[src/rtl/i2c_arbiter.sv]
// i2c_arbiter: round-robin arbiter sharing one I2C master between NREQ
// requesters. One single-byte read/write command is issued per grant and
// the read byte plus ACK/NACK status is returned to the granted requester.
//
// Optional feature macro: I2C_ARB_TIMEOUT_EN
//   defined   -> 16-bit watchdog over ISSUE/WAIT; expiry completes the
//                transaction with err=1 and pulses abort to the master.
//   undefined -> no watchdog; abort is constant 0.
//
// Ports:
//   clk, rst                 clock, synchronous active-high reset
//   req/req_rw/req_addr/
//   req_wdata                per-requester request level and fields
//   gnt, done                one-hot grant, one-cycle completion pulse
//   rdata, err               returned read byte and NACK/timeout flag
//   cmd_*                    command channel to the I2C master
//   rsp_*                    completion strobe and data from the master
//   abort                    one-cycle master reset on watchdog expiry
module i2c_arbiter #(
    parameter int NREQ           = 4,
    parameter int TIMEOUT_CYCLES = 1024
) (
    input  logic              clk,
    input  logic              rst,
    input  logic [NREQ-1:0]   req,
    input  logic [NREQ-1:0]   req_rw,
    input  logic [7*NREQ-1:0] req_addr,
    input  logic [8*NREQ-1:0] req_wdata,
    output logic [NREQ-1:0]   gnt,
    output logic [NREQ-1:0]   done,
    output logic [7:0]        rdata,
    output logic              err,
    output logic              cmd_valid,
    input  logic              cmd_ready,
    output logic              cmd_rw,
    output logic [6:0]        cmd_addr,
    output logic [7:0]        cmd_wdata,
    input  logic              rsp_valid,
    input  logic [7:0]        rsp_rdata,
    input  logic              rsp_nack,
    output logic              abort
);

    localparam int IW = (NREQ > 1) ? $clog2(NREQ) : 1;

    localparam logic [1:0] S_IDLE  = 2'd0;
    localparam logic [1:0] S_ISSUE = 2'd1;
    localparam logic [1:0] S_WAIT  = 2'd2;
    localparam logic [1:0] S_DONE  = 2'd3;

    logic [1:0]    state;
    logic [IW-1:0] idx;
    logic [IW-1:0] last;
    logic [IW-1:0] sel_idx;
    logic          sel_found;
    logic          tmo_hit;

    // Round-robin pick: first set req bit searching upward from last+1,
    // wrapping. Starting at offset 1 makes the previous winner lowest
    // priority, which gives the fairness on immediate re-request.
    always_comb begin
        logic [IW-1:0] k;
        sel_found = 1'b0;
        sel_idx   = '0;
        k         = '0;
        for (int i = 1; i <= NREQ; i++) begin
            k = IW'((int'(last) + i) % NREQ);
            if (!sel_found && req[k]) begin
                sel_found = 1'b1;
                sel_idx   = k;
            end
        end
    end

`ifdef I2C_ARB_TIMEOUT_EN
    logic [15:0] tmo_cnt;

    assign tmo_hit = (tmo_cnt == 16'(TIMEOUT_CYCLES - 1));

    always_ff @(posedge clk) begin
        if (rst)
            tmo_cnt <= '0;
        else if (state == S_IDLE && sel_found)
            tmo_cnt <= '0;
        else if (state == S_ISSUE || state == S_WAIT)
            tmo_cnt <= tmo_cnt + 16'd1;
    end
`else
    assign tmo_hit = 1'b0;
`endif

    assign cmd_valid = (state == S_ISSUE);
    // gnt is still the one-hot of idx while in DONE.
    assign done      = (state == S_DONE) ? gnt : '0;

    always_ff @(posedge clk) begin
        if (rst) begin
            state     <= S_IDLE;
            gnt       <= '0;
            idx       <= '0;
            last      <= IW'(NREQ - 1);
            cmd_rw    <= 1'b0;
            cmd_addr  <= '0;
            cmd_wdata <= '0;
            rdata     <= '0;
            err       <= 1'b0;
            abort     <= 1'b0;
        end else begin
            abort <= 1'b0;
            case (state)
                S_IDLE: begin
                    if (sel_found) begin
                        idx       <= sel_idx;
                        gnt       <= {{(NREQ-1){1'b0}}, 1'b1} << sel_idx;
                        cmd_rw    <= req_rw[sel_idx];
                        cmd_addr  <= req_addr[int'(sel_idx)*7 +: 7];
                        cmd_wdata <= req_wdata[int'(sel_idx)*8 +: 8];
                        state     <= S_ISSUE;
                    end
                end
                // Handshakes are tested before the watchdog so a
                // coincident handshake wins.
                S_ISSUE: begin
                    if (cmd_ready) begin
                        state <= S_WAIT;
                    end else if (tmo_hit) begin
                        err   <= 1'b1;
                        abort <= 1'b1;
                        state <= S_DONE;
                    end
                end
                S_WAIT: begin
                    if (rsp_valid) begin
                        if (cmd_rw)
                            rdata <= rsp_rdata;
                        err   <= rsp_nack;
                        state <= S_DONE;
                    end else if (tmo_hit) begin
                        err   <= 1'b1;
                        abort <= 1'b1;
                        state <= S_DONE;
                    end
                end
                S_DONE: begin
                    last  <= idx;
                    gnt   <= '0;
                    state <= S_IDLE;
                end
                default: state <= S_IDLE;
            endcase
        end
    end

endmodule

[config.mk]
export PLATFORM = sky130hd
export DESIGN_NAME = i2c_arbiter
export DESIGN_NICKNAME = d
export VERILOG_FILES = /design/src/rtl/i2c_arbiter.sv
export SDC_FILE = /design/constraint.sdc
export NUM_CORES = 1
export LEC_CHECK = 0
export BUFFER_PORTS_ARGS = -buffer_cell sky130_fd_sc_hd__clkbuf_2
export CAP_MARGIN = 20
export CORE_MARGIN = 8
export CORE_UTILIZATION = 40
export CTS_CLUSTER_SIZE = 24
export DETAILED_ROUTE_END_ITERATION = 10
export PLACE_DENSITY = 0.76
export SYNTH_ARGS = -nofsm -noshare
export SYNTH_HDL_FRONTEND = slang
export SYNTH_SLANG_ARGS = --single-unit
[constraint.sdc]
create_clock -name clk -period 1.4 [get_ports clk]
set_input_delay 0.14 -clock clk [delete_from_list [all_inputs] [get_ports clk]]
set_output_delay 0.14 -clock clk [all_outputs]
set_load 0.02 [all_outputs]
==> impl_metrics.tcl <==
set metrics [dict create \
    run_status "finished with violations" \
    violations "setup timing" \
    use_met2 0.328 \
    final_nets 445 \
    numPortBuffers 114 \
    insertion_delay_ps 280 \
    timing.final.crit_share 1.05 \
    grtUsageTotal 0.176 \
    cts_tree "yes" \
    grt_use_met1 0.181 \
    grt_pass1_vias 2328 \
    synth_fp_nets 319 \
    cp_max_fo 17 \
    grt_busiest_layer "met2" \
    place.gp.congestion 0.804 \
    drv_cap 0 \
    antenna_found_initial 0 \
    fin_crit_ps 1470 \
    power.density_nw_per_um2 1570 \
    multiInputGateArea_um2 1350 \
    initialDrtViolationCount 79 \
    vias 2364 \
    path_cells "and3b_1, a311o_1, buf_12, a221oi_2, a31oi_1" \
    grt_first_pass_wirelength_mm 10.9 \
    rsz0062_at_grt "yes" \
    ant_nets 0 \
    grt_max_degree 29 \
    hpwl_mm 5.51 \
    wl_per_cell_um 17.2 \
    startpoint_type "flop" \
    synth.avg_cell_area_um2 9.08 \
    cts_max_level 2 \
    overflow 0 \
    final_area_um2 3170 \
    routed_wl_mm 7.39 \
    yosysTopAreaCellShare 0.330 \
    diodes 0 \
    yosysTopAreaCell "dfxtp_1" \
    avgViaCountPerCell 5.50 \
    cp_data_arrival_time_ps 1630 \
    hold_violations 0 \
    whs_ps 86.1 \
    grtUsageMet3 0.0474 \
    finalSetupViolCount 18 \
    max_slew_margin 0.625 \
    core_region_area_um2 5110 \
    setup_slack_ps -66.8 \
    cts_root_buffer "clkbuf_8" \
    min_path_type "input pin to flop" \
    yosys_warnings 0 \
    start_util 0.416 \
    p_leak_nw 1.50 \
    yosys_register_bits 35 \
    row_count 26 \
    skew_ps 3.42 \
    cts_sinks 35 \
    synth_area_leaders "dfxtp_1 33%, a221oi_2 6.4%, o21bai_1 6.4%" \
    synth_area_um2 2120 \
    numCtsBuffers 5 \
    regArea_um2 711 \
    end_kind "flop" \
    fp.dieW_um 88.9 \
    syn-instance-count 234 \
    clkSlewWorstSetupHoldPaths_ps 70 \
    cp_slowest_cell "dfxtp_2" \
    yosysSeqAreaShare 0.330 \
    drc_errors 0 \
    max-vdd-ir-drop_uv 684 \
    ys_types 42 \
    fmax_mhz 682 \
    criticalPathCategory "flop to flop" \
    n_fill_cell 437 \
    cts_hold_buf 0 \
    clk_path_buf_depth 2 \
    slew_viol_final 0 \
    worst_pin_slew_ps 563 \
    first_pass_iters 4 \
    required_ps 1560 \
    max_stage_delay_ps 340 \
    placed_area_um2 2870 \
    final_util 0.621 \
    die_y_um 88.9 \
    power_mw 4.99 \
    drive_above_1_share 0.522 \
    io_pins 116 \
    die_area_um2 7900 \
    synthToLayoutAreaGrowth_pct 49.2 \
]
Yosys cell counts, drive strengths merged:
master    n
o21ai    23
and2      4
a21oi     9
a221oi   16
o32ai     1
clkbuf   12
o41ai     1
a31oi    16
ha        4
nand3b    2
and3      1
mux2i    10
a211o     2
nand3     2
nor3      4
o21bai   18
inv       3
nor2     17
and3b     2
nand2b    3
a2bb2oi   1
nor2b     5
a311o     1
o21a      1
or4       1
nand2    21
o21ba     1
a21boi    2
dfxtp    35
buf      11
or2b      1
o211a     1
a311oi    1
nor4      1
conb      1
worst max-delay path: cells and delay by family (launching register included):
family / cells / cell delay, ps
AOI/OAI and AO/OA: 3 / 650
DFF: 1 / 340
buffers and inverters: 1 / 180
and+or+nand+nor: 1 / 170
placed cells by master, fill, tap and decap left out, types with 9 or more instances in the layout:
cell	count
nor2_1	16
clkbuf_2	110
dfxtp_1	31
buf_4	18
a221oi_2	14
o21ai_0	22
o21bai_1	18
a21oi_1	9
nand2_1	21
mux2i_1	10
a31oi_1	16
logic make-up after synthesis:
group           Yosys count  synth area share
simple gates             64             0.145
fa+ha+maj                 4            0.0236
buf+inv                  26             0.110
mux                      10            0.0471
compound gates           94             0.342
flops                    35             0.330
other cells               1           0.00177
worst paths after layout:
kind,end,from,cells after the start,slack (ps)
worst max-delay path,cmd_wdata[0],last[1],5,-70
worst min-delay path,cmd_wdata[3],req_wdata[11],3,90
worst max register to register,cmd_wdata[0],last[1],5,-70
worst min register to register,idx[1],idx[1],2,460
metrics by stage:
step	std cells	TNS, ps	worst slack (ps)
final	430	-811	-66.8
after global routing	430	-1630	-106
after CTS	429	-769	-77.6
after detailed placement	420	-1630	-134
after global placement	420	-639	-67.5
after floorplan	234	-677	-72.1
state kept, by name (all words and copies together) (netlist names):
signal	cells
gnt	4
cmd_addr	7
rdata	8
state	2
idx	2
cmd_wdata	8
cmd_rw	1
last	2
err	1
repair_timing:
action | in CTS | in global routing
pin swaps | 6 | 5
gates resized for setup | 25 | 23
buffers inserted | 2 | 1
setup endpoints to repair | 32 | 27
hold endpoints to repair | 0 | 0
layer usage:
metal / vias up / part of all wire
met5: - / 0
met4: 0 / 0.023
met1: 1115 / 0.37
met2: 115 / 0.51
li1: 1114 / -
met3: 20 / 0.095
area by class of cell:
type | instances | share of cell area
repair buffers | 142 | 0.289
clock inverters | 1 | 0.00158
clock buffers | 6 | 0.0260
inverters | 3 | 0.00513
flip-flops and latches | 35 | 0.224
well taps | 70 | 0.0276
multi-input cells | 173 | 0.427
where the power goes:
group / internal, mW / leakage, nW / switching [mW]
logic: 1.32 / 1.17 / 1.46
registers: 1.28 / 0.288 / 0.198
clock network: 0.386 / 0.0470 / 0.354
Power figures use the tool's default switching activity.
